==> src/rtl/rv_pkg.sv <==
// Shared types and helpers for the rv_bpu branch predictor.
// Index/tag extraction and saturating-counter arithmetic.
package rv_pkg;

    typedef enum logic [0:0] {
        IDLE  = 1'b0,
        CLEAR = 1'b1
    } bpu_state_e;

    typedef struct packed {
        logic        valid;
        logic [63:0] tag;
        logic [63:0] target;
        logic        jump;
    } btb_entry_t;

    function automatic logic [31:0] cnt_init(input int w);
        return (w <= 1) ? 32'd0 : ((32'd1 << (w - 1)) - 32'd1);
    endfunction

    function automatic logic [31:0] cnt_max(input int w);
        return (w >= 32) ? 32'hFFFF_FFFF : ((32'd1 << w) - 32'd1);
    endfunction

    function automatic logic [31:0] cnt_step(
        input logic [31:0] v,
        input int          w,
        input logic        up
    );
        logic [31:0] mx;
        mx = cnt_max(w);
        if (up) return (v >= mx) ? v : v + 32'd1;
        return (v == 32'd0) ? v : v - 32'd1;
    endfunction

    function automatic logic [63:0] pc_field(
        input logic [63:0] pc,
        input int          lsb,
        input int          w
    );
        logic [63:0] m;
        m = (w >= 64) ? '1 : ((64'd1 << w) - 64'd1);
        return (pc >> lsb) & m;
    endfunction

endpackage

==> src/rtl/rv_bpu_sat_cnt.sv <==
// One BHT entry: CNT_W-bit saturating counter.
// Clear has priority over inc, inc over dec.
module rv_bpu_sat_cnt
    import rv_pkg::*;
#(
    parameter int CNT_W = 2
) (
    input  logic             clk,
    input  logic             rstn,
    input  logic             i_inc,
    input  logic             i_dec,
    input  logic             i_clr,
    output logic [CNT_W-1:0] o_cnt
);

    localparam logic [CNT_W-1:0] INIT = CNT_W'(cnt_init(CNT_W));

    logic [CNT_W-1:0] r_cnt;

    // counter state: weakly-not-taken on reset or clear
    always_ff @(posedge clk or negedge rstn) begin
        if (!rstn) begin
            r_cnt <= INIT;
        end else if (i_clr) begin
            r_cnt <= INIT;
        end else if (i_inc) begin
            r_cnt <= CNT_W'(cnt_step(32'(r_cnt), CNT_W, 1'b1));
        end else if (i_dec) begin
            r_cnt <= CNT_W'(cnt_step(32'(r_cnt), CNT_W, 1'b0));
        end
    end

    assign o_cnt = r_cnt;

endmodule

==> src/rtl/rv_bpu.sv <==
// Branch prediction unit: BHT of saturating counters, tagged BTB,
// EX-stage mispredict detection, table-clear FSM, perf counters.
module rv_bpu
    import rv_pkg::*;
#(
    parameter int XLEN        = 64,
    parameter int BHT_ENTRIES = 64,
    parameter int BTB_ENTRIES = 16,
    parameter int CNT_W       = 2,
    parameter int TAG_W       = 12
) (
    input  logic            clk,
    input  logic            rstn,
    input  logic [XLEN-1:0] if_pc_i,
    output logic            if_pred_taken_o,
    output logic [XLEN-1:0] if_pred_target_o,
    input  logic            ex_valid_i,
    input  logic            ex_is_jump_i,
    input  logic [XLEN-1:0] ex_pc_i,
    input  logic            ex_taken_i,
    input  logic [XLEN-1:0] ex_target_i,
    input  logic            ex_pred_taken_i,
    input  logic [XLEN-1:0] ex_pred_target_i,
    output logic            mispredict_o,
    output logic [XLEN-1:0] redirect_pc_o,
    input  logic            flush_i,
    output logic            busy_o,
    output logic [31:0]     perf_branches_o,
    output logic [31:0]     perf_mispredicts_o
);

    localparam int BHT_W = $clog2(BHT_ENTRIES);
    localparam int BTB_W = $clog2(BTB_ENTRIES);

    bpu_state_e       r_state;
    bpu_state_e       w_state_nxt;
    logic [BHT_W-1:0] r_clr_idx;
    logic [BHT_W-1:0] w_clr_idx_nxt;

    btb_entry_t       r_btb [BTB_ENTRIES];
    logic [CNT_W-1:0] w_cnt [BHT_ENTRIES];

    logic [31:0]      r_perf_br;
    logic [31:0]      r_perf_mp;

    logic [63:0]      w_if_pc;
    logic [63:0]      w_ex_pc;
    logic [BHT_W-1:0] w_lk_bidx;
    logic [BHT_W-1:0] w_ex_bidx;
    logic [BTB_W-1:0] w_lk_tidx;
    logic [BTB_W-1:0] w_ex_tidx;
    logic [63:0]      w_lk_tag;
    logic [63:0]      w_ex_tag;
    btb_entry_t       w_lk_ent;
    logic             w_hit;
    logic             w_idle;
    logic             w_clr;
    logic             w_act;
    logic             w_upd;
    logic             w_upd_cond;

    assign w_if_pc   = 64'(if_pc_i);
    assign w_ex_pc   = 64'(ex_pc_i);
    assign w_lk_bidx = BHT_W'(pc_field(w_if_pc, 2, BHT_W));
    assign w_ex_bidx = BHT_W'(pc_field(w_ex_pc, 2, BHT_W));
    assign w_lk_tidx = BTB_W'(pc_field(w_if_pc, 2, BTB_W));
    assign w_ex_tidx = BTB_W'(pc_field(w_ex_pc, 2, BTB_W));
    assign w_lk_tag  = pc_field(w_if_pc, 2 + BTB_W, TAG_W);
    assign w_ex_tag  = pc_field(w_ex_pc, 2 + BTB_W, TAG_W);

    assign w_idle = (r_state == IDLE);
    assign w_clr  = (r_state == CLEAR);

    assign w_lk_ent = r_btb[w_lk_tidx];
    assign w_hit    = w_lk_ent.valid & (w_lk_ent.tag == w_lk_tag);

    assign if_pred_taken_o  = w_hit & w_idle
                            & (w_lk_ent.jump | w_cnt[w_lk_bidx][CNT_W-1]);
    assign if_pred_target_o = if_pred_taken_o ? XLEN'(w_lk_ent.target) : '0;

    assign w_act = ex_is_jump_i | ex_taken_i;
    assign mispredict_o = rstn & ex_valid_i
        & ((w_act != ex_pred_taken_i)
        | (w_act & ex_pred_taken_i & (ex_target_i != ex_pred_target_i)));
    assign redirect_pc_o = w_act ? ex_target_i : ex_pc_i + XLEN'(4);

    assign w_upd      = ex_valid_i & w_idle & ~flush_i;
    assign w_upd_cond = w_upd & ~ex_is_jump_i;
    assign busy_o     = w_clr;

    for (genvar i = 0; i < BHT_ENTRIES; i++) begin : g_bht
        rv_bpu_sat_cnt #(
            .CNT_W(CNT_W)
        ) u_cnt (
            .clk   (clk),
            .rstn  (rstn),
            .i_inc (w_upd_cond & ex_taken_i & (w_ex_bidx == BHT_W'(i))),
            .i_dec (w_upd_cond & ~ex_taken_i & (w_ex_bidx == BHT_W'(i))),
            .i_clr (w_clr & (r_clr_idx == BHT_W'(i))),
            .o_cnt (w_cnt[i])
        );
    end

    // BTB: walk-clear of valid bits, else write on resolved-taken
    always_ff @(posedge clk or negedge rstn) begin
        if (!rstn) begin
            for (int i = 0; i < BTB_ENTRIES; i++) begin
                r_btb[i] <= '0;
            end
        end else begin
            if (w_clr && (32'(r_clr_idx) < BTB_ENTRIES)) begin
                r_btb[r_clr_idx[BTB_W-1:0]].valid <= 1'b0;
            end
            if (w_upd && w_act) begin
                r_btb[w_ex_tidx] <= '{
                    valid:  1'b1,
                    tag:    w_ex_tag,
                    target: 64'(ex_target_i),
                    jump:   ex_is_jump_i
                };
            end
        end
    end

    // clear FSM state register
    always_ff @(posedge clk or negedge rstn) begin
        if (!rstn) begin
            r_state   <= IDLE;
            r_clr_idx <= '0;
        end else begin
            r_state   <= w_state_nxt;
            r_clr_idx <= w_clr_idx_nxt;
        end
    end

    // clear FSM next state; a flush in any state restarts at index 0
    always_comb begin
        w_state_nxt   = r_state;
        w_clr_idx_nxt = r_clr_idx;
        unique case (r_state)
            IDLE: begin
                if (flush_i) begin
                    w_state_nxt   = CLEAR;
                    w_clr_idx_nxt = '0;
                end
            end
            CLEAR: begin
                if (flush_i) begin
                    w_clr_idx_nxt = '0;
                end else if (r_clr_idx == BHT_W'(BHT_ENTRIES - 1)) begin
                    w_state_nxt   = IDLE;
                    w_clr_idx_nxt = '0;
                end else begin
                    w_clr_idx_nxt = r_clr_idx + BHT_W'(1);
                end
            end
        endcase
    end

    // saturating perf counters, active in every state
    always_ff @(posedge clk or negedge rstn) begin
        if (!rstn) begin
            r_perf_br <= '0;
            r_perf_mp <= '0;
        end else begin
            if (ex_valid_i && (r_perf_br != 32'hFFFF_FFFF)) begin
                r_perf_br <= r_perf_br + 32'd1;
            end
            if (mispredict_o && (r_perf_mp != 32'hFFFF_FFFF)) begin
                r_perf_mp <= r_perf_mp + 32'd1;
            end
        end
    end

    assign perf_branches_o    = r_perf_br;
    assign perf_mispredicts_o = r_perf_mp;

endmodule

==> config.mk <==
export PLATFORM = sky130hd
export DESIGN_NAME = rv_bpu
export DESIGN_NICKNAME = d
export VERILOG_FILES = /design/src/rtl/rv_pkg.sv /design/src/rtl/rv_bpu_sat_cnt.sv /design/src/rtl/rv_bpu.sv
export SDC_FILE = /design/constraint.sdc
export NUM_CORES = 2
export LEC_CHECK = 0
export ABC_AREA = 1
export CAP_MARGIN = 20
export CORE_ASPECT_RATIO = 1.1
export CORE_UTILIZATION = 30
export DETAILED_ROUTE_END_ITERATION = 6
export PLACE_DENSITY = 0.5
export SKIP_LAST_GASP = 1
export SYNTH_ARGS = -nofsm -noshare
export SYNTH_HDL_FRONTEND = slang
export SYNTH_SLANG_ARGS = --single-unit
==> constraint.sdc <==
create_clock -name clk -period 2.47 [get_ports clk]
set_input_delay 0.494 -clock clk [delete_from_list [all_inputs] [get_ports clk]]
set_output_delay 0.494 -clock clk [all_outputs]
set_load 0.005 [all_outputs]
=== Yosys cells after proc, flatten, opt, wreduce, memory -nomap -nowiden ===
Index checks and enable logic that the tools add are counted.

* Add/sub/neg operators: 132
* Magnitude comparators: 71
* Equal/unequal tests: 196
* Mux-type cells: 536
* Bitwise logic cells: 215
* Reductions and logical operators: 200

{| class="wikitable"
|+ Operators with widths
! operator !! count
|-
| 2080-bit bitwise mux || 2
|-
| 2080-bit 2-to-1 mux || 2
|-
| 130-bit demux with 4-bit select || 2
|-
| 2-bit 2-to-1 mux || 386
|-
| 130-bit binary-select mux with 4-bit select || 1
|-
| 130-bit 2-to-1 mux || 4
|-
| 6-bit equality test (second input constant) || 64
|-
| 4-bit != test (second input constant) || 64
|-
| 1-bit bitwise AND || 204
|-
| 6-bit by 5-bit equality test with 1-bit output (second input constant) || 32
|-
| 3-bit nonzero test || 64
|-
| 1-bit 2-to-1 mux || 131
|-
| 2-bit by 1-bit adder with 2-bit output (second input constant) || 64
|-
| 2-bit greater-or-equal comparator (second input constant) || 64
|-
| 2-bit zero test || 64
|-
| 64-bit 2-to-1 mux || 2
|-
| 2-bit AND reduction || 64
|-
| 2-bit by 1-bit subtractor with 2-bit output (second input constant) || 64
|-
| 6-bit by 4-bit equality test with 1-bit output (second input constant) || 16
|-
| 32-bit by 1-bit adder with 32-bit output (second input constant) || 2
|-
| 64-bit by 3-bit adder with 64-bit output (second input constant) || 1
|-
| 64-bit by 12-bit equality test with 1-bit output || 1
|-
| 32-bit != test (second input constant) || 2
|-
| 64-bit != test || 1
|-
| other kinds (20) || 49
|}

* Register bits: 2279
* Output and inout port bits: 195
* Word-level logic and storage cells: 1482

=== Longest topological paths before layout ===
* Word-level depth: 11
* Depth in mapped cells: 18

=== Modules after synthesis ===
From an unflattened synthesis, not the netlist that was laid out.

* Cell total of the unflattened synthesis: 9714
* Area total of the unflattened synthesis: 74883.1 um^2

{| class="wikitable"
|+ Modules (own cells, without submodules)
! module !! instances !! cells an instance !! area an instance (um^2) !! seq. area each (um^2)
|-
| rv_bpu || 1 || 8178 || 64793.4 || 33006.7
|-
| rv_bpu_sat_cnt || 64 || 24 || 157.7 || 51.3
|}

=== Least setup slack after synthesis ===
OpenSTA, ideal clock, no wires.

* Kind: in2out
* From: input port if_pc_i[2]
* To: output port if_pred_target_o[44]
* Arrival: 2054 ps
* Required time: 1976 ps
* Path slack: -78 ps
* Cell stages on the path: 11
* Buffers on the path: 6
* Cell sequence: buf_6 -> inv_4 -> buf_4 -> buf_6 -> buf_4 -> buf_2 -> clkbuf_1 -> a21oi_1 -> a221oi_1 -> o31ai_1 -> nor2_1

* Longest elaborated chain between the ends: 9
* Elaborated cells on any way between the ends: 14
* Classes of those cells: 1 x eq/ne; 7 x mux; 6 x bitwise

{| class="wikitable"
|+ RTL lines
! item !! line !! text
|-
| from (decl) || rv_bpu.sv:14 || <nowiki>input logic [XLEN-1:0] if_pc_i,</nowiki>
|-
| 4-bit NOT with 5-bit output (not written as such) || rv_bpu.sv:74 || <nowiki>assign w_lk_ent = r_btb[w_lk_tidx];</nowiki>
|-
| 130-bit binary-select mux with 4-bit select || rv_bpu.sv:74 ||
|-
| 130-bit 2-to-1 mux (not written as such) (2 in series) || rv_bpu.sv:74 ||
|-
| 64-bit by 12-bit equality test with 1-bit output || rv_bpu.sv:75 || <nowiki>assign w_hit = w_lk_ent.valid & (w_lk_ent.tag == w_lk_tag);</nowiki>
|-
| 1-bit bitwise AND || rv_bpu.sv:75 ||
|-
| 1-bit bitwise AND || rv_bpu.sv:77 || <nowiki>assign if_pred_taken_o = w_hit & w_idle</nowiki>
|-
| 1-bit bitwise AND || rv_bpu.sv:78 || <nowiki>& (w_lk_ent.jump | w_cnt[w_lk_bidx][CNT_W-1]);</nowiki>
|-
| 64-bit 2-to-1 mux (*) || rv_bpu.sv:79 || <nowiki>assign if_pred_target_o = if_pred_taken_o ? XLEN'(w_lk_ent.target) : '0;</nowiki>
|-
| to (decl) || rv_bpu.sv:16 || <nowiki>output logic [XLEN-1:0] if_pred_target_o,</nowiki>
|}

Mark *: on every way between the ends. The rest lies on a longest branch, timed or not. The select of a mux whose other input is x is not followed.

=== Final worst setup path ===
* From: register g_bht[25].u_cnt.r_cnt[1]
* To: output port if_pred_target_o[58]

* Longest elaborated chain between the ends: 6

{| class="wikitable"
|+ RTL lines
! item !! line !! text
|-
| from (decl) || rv_bpu_sat_cnt.sv:18 || <nowiki>logic [CNT_W-1:0] r_cnt;</nowiki>
|-
| from (signal assigned) || rv_bpu_sat_cnt.sv:27 || <nowiki>r_cnt <= CNT_W'(cnt_step(32'(r_cnt), CNT_W, 1'b1));</nowiki>
|-
| from (signal assigned) || rv_bpu_sat_cnt.sv:29 || <nowiki>r_cnt <= CNT_W'(cnt_step(32'(r_cnt), CNT_W, 1'b0));</nowiki>
|-
| 2-bit binary-select mux with 6-bit select || rv_bpu.sv:78 ||
|-
| 2-bit 2-to-1 mux (not written as such) (2 in series) || rv_bpu.sv:78 ||
|-
| 1-bit OR || rv_bpu.sv:78 ||
|-
| 1-bit bitwise AND || rv_bpu.sv:78 ||
|-
| 64-bit 2-to-1 mux || rv_bpu.sv:79 ||
|}

No other way between the ends. The select of a mux whose other input is x is not followed.

==> impl_metrics.py <==
metrics = {
    "run_status": {
        "outcome": "finished, violations left",
        "violated_checks": "negative setup slack",
    },
    "critical_path": {
        "worst_ep_required_time_ns": 1.98,
        "worst-path-max-fanout": 5,
        "slowest_delay_ns": 0.37,
        "crit_chain": "a21oi_1, o21ai_0, nand3_1, nand2_2, nand2_1, nand3_1, nand3_1, nand3_2, nand3_4, buf_12, buf_8, buf_6, nor2_4, buf_2",
        "critPathArrivalTime_ns": 2.99,
        "end_kind": "primary output",
        "cp_num_buf_inv": 4,
        "cp-start-kind": "flip-flop",
        "critPathMostFrequentCell": "nand3_1",
        "worst-setup-path-type": "reg -> out",
        "r2r_setup_slk_ns": 0.12,
        "cp_slowest_cell": "dfrtp_1",
        "timing.critical_path.max_delay_family": "simple AND/OR/NAND/NOR gates",
    },
    "timing": {
        "max_slew.worst_pin.slew_ns": 1.11,
        "holdWs_ns": 0.0392,
        "layout_worst_path_cycle_share_pct": 141,
        "timing.setup.tns_ns": -76.57,
        "clock_period_minus_final_worst_setup_slack_ns": 3.49,
        "timing_max_transition_violations_final": 0,
        "max_clock_freq_ghz": 0.287,
        "timing.slew.headroom_pct": 25.4,
        "rsz0062_at_grt": "true",
        "report.final.hold_viol_count": 0,
        "final.setup.worst_slack_ns": -1.02,
        "clock_skew_ns": 0.0479,
        "final-setup-viol-count": 117,
    },
    "synth": {
        "area_leader_netlist": "dfrtp_1",
        "synth_enable_flop_cells": 0,
        "synth-xor-area-share_pct": 2.80,
        "synth_compound_area_share_pct": 18.9,
        "ys_dominant_reg_cell": "dfrtp_1",
        "synth.area.mux_share_pct": 0.0588,
        "ys_async_sr_fraction_pct": 100,
        "synth.area.top_cells": "dfrtp_1 48%, nand2_1 15%, o21ai_0 10%",
        "synth_top_family_by_area": "simple AND/OR/NAND/NOR gates",
        "synth-simple-area-share_pct": 21.6,
        "netlist.area_leader.share_pct": 47.9,
        "syn-mean-instance-area_um2": 7.91,
        "synth.ff_latch_count": 1447,
        "ys_types": 61,
        "yosysWarnings": 0,
        "seq_area_frac_synth_pct": 50.2,
        "synth.cell_area_um2": 72300,
        "syn-num-nets": 9421,
        "number_of_instances_in_the_synthesized_netlist": 9146,
        "yosys.area_share.adder_pct": 0.208,
    },
    "detailed_routing": {
        "postRouteWirelength_um": 303000,
        "drt-wirelength-per-cell_um": 22.6,
        "drt-initial-drc-count": 6940,
        "vias_per_cell": 5.24,
        "detail_route.first_pass.iterations": 6,
        "drt.antenna.violating_nets": 0,
        "vias": 70391,
        "drt_drc_violations_left": 0,
    },
    "placed_design": {
        "place_area_um2": 87800,
        "io_buffer_count": 409,
        "place.gp.congestion": 0.919,
        "place.detailed.hpwl_um": 205000,
    },
    "clock_network": {
        "clock_tree.buffer_depth": 3,
        "cts_max_level": 4,
        "tritoncts_buffer_count": 166,
        "path_clk_slew_ns": 0.06,
        "numClockSinks": 1447,
        "cts_tree": "yes",
        "cts.root.buffer_cell": "clkbuf_16",
        "clk_latency_worst_skew_pair_ns": 0.84,
    },
    "min_path": {
        "hold_path_class": "in -> reg",
    },
    "pwr": {
        "static_leak_uw": 0.0438,
        "power-per-cell-area_nw_per_um2": 589,
        "peakVddDrop_uv": 653,
        "totalPowerFinal_uw": 56800,
    },
    "finish": {
        "mostFrequentLayoutCells": "2712 x nand2_1, 1397 x o21ai_0, 1379 x dfrtp_1, 802 x buf_4, 557 x a21oi_1",
        "ff_latch_area_um2": 36300,
        "area_delta_synth_final_pct": 33.4,
        "n_fill_cell": 24093,
        "post-route-cell-area_um2": 96400,
        "design.final.nets": 10427,
        "multi_input_comb_area_um2": 33800,
        "mostFrequentLayoutCell": "nand2_1",
        "layout-drive-gt1-share_pct": 20.2,
    },
    "floorplan": {
        "initial_core_util_pct": 30.3,
        "design.core.area_um2": 239000,
        "chipHeight_um": 517,
        "fp.dieW_um": 470,
        "die_area_um2": 243000,
        "io_pins": 458,
        "rows": 188,
    },
    "global_route": {
        "largest_net_degree_at_the_start_of_global_routing": 147,
        "grtUsageTotal_pct": 24.3,
        "global_route.overflow_total": 0,
        "grt_first_pass_wirelength_um": 448000,
        "antenna_found_initial": 28,
        "first_global_vias": 68710,
    },
    "job": {
        "maxCapViolCount": 0,
    },
}
[registers in the layout, summed over array words and instances (netlist names)]
register,flops
g_bht.u_cnt.o_cnt,128
r_btb,1248
perf_mispredicts_o,32
busy_o,1
r_clr_idx,6
perf_branches_o,32
[Yosys cell counts, types with 3 or more instances]
| cell type | n |
|---|---|
| nor2_4 | 3 |
| a21oi_1 | 559 |
| nor2_2 | 8 |
| xnor2_1 | 107 |
| nand3_1 | 307 |
| dfrtp_1 | 1383 |
| nor2_1 | 487 |
| nand4_1 | 99 |
| nor4_1 | 35 |
| inv_1 | 433 |
| o2111a_1 | 4 |
| clkbuf_1 | 451 |
| o22ai_1 | 8 |
| nand3b_1 | 14 |
| clkinv_1 | 5 |
| dfstp_2 | 64 |
| o41ai_1 | 5 |
| o21ai_0 | 1454 |
| nor3_1 | 99 |
| o211ai_1 | 16 |
| xor2_1 | 124 |
| or2_2 | 12 |
| buf_6 | 7 |
| buf_4 | 21 |
| o31ai_1 | 109 |
| buf_2 | 149 |
| buf_1 | 46 |
| a31oi_1 | 16 |
| a221oi_1 | 236 |
| nand2_2 | 5 |
| ha_1 | 12 |
| o2111ai_1 | 3 |
| a32oi_1 | 4 |
| inv_2 | 5 |
| nand2_1 | 2798 |
| o21ai_1 | 23 |
[worst paths after layout]
| path | from | cells after the start | end |
|---|---|---|---|
| worst min register to register | g_bht[49].u_cnt.o_cnt[0] | 2 | g_bht[49].u_cnt.o_cnt[0] |
| worst max-delay path | g_bht[25].u_cnt.o_cnt[1] | 14 | if_pred_target_o[58] |
| worst min-delay path | ex_pc_i[11] | 4 | r_btb[330] |
| worst max register to register | busy_o | 12 | g_bht[33].u_cnt.o_cnt[0] |
| min in group asynchronous | rstn | 3 | r_btb[1460] |
| max in group asynchronous | rstn | 5 | r_btb[1042] |
[kinds of logic after synthesis]
| kind of cell | Yosys count |
|---|---|
| and+or+nand+nor | 3877 |
| AOI/OAI and AO/OA | 2457 |
| DFF | 1447 |
| buffers and inverters | 1118 |
| xor gates and xnor gates | 231 |
| adders and majority gates | 12 |
| muxes | 4 |
[repair_timing]
action	in CTS	in global routing
setup buffers	79	61
hold endpoints to repair	121	0
pin swaps	176	197
resized for setup	1053	614
endpoints found under the setup margin	170	171
gates cloned	5	1
hold buffers	1	0
[where the power goes]
group	internal [µW]	switching (µW)	leakage [µW]
registers	24000	205	0.0198
clock network	15200	10900	0.00281
logic	2450	4140	0.0212
total	41600	15200	0.0438
[final cells by class]
class	instances	share of cell area (%)
clock inverter	49	0.816
sequential	1447	37.6
multi-input combinational	6581	35.1
tap	3135	4.07
timing repair buffer	1512	15.4
inverter	444	1.80
antenna	8	0.0208
clock buffer	252	5.16
[metrics by stage]
step	std cells	util, %	setup WS [ns]
after detailed placement	13011	36.7	-2.00
after CTS	13385	39.8	-1.13
after global placement	13008	36.7	-2.04
final	13428	40.4	-1.02
after floorplan	9146	-	-0.0261
after global routing	13423	40.3	-1.18
[per-layer routing]
layer,share of wire [%],GRT usage [%],up-vias
met2,46,39.1,2596
met1,44,33.0,34674
met3,6.4,3.55,517
li1,-,-,32590
met4,4.0,9.19,14
met5,0.028,0,-
[worst reg2reg max path, stage by stage, from the launching register on]
cell and delay [ns]:
dfrtp_1 0.38, inv_2 0.13, buf_4 0.18, nand3_4 0.17, nor2_4 0.16, nand2_4 0.13, nor3_1 0.30, buf_4 0.17
inv_1 0.06, o31ai_1 0.25, buf_4 0.17, nor3_1 0.04, a21oi_1 0.12
(Power assumes the default switching activity.)
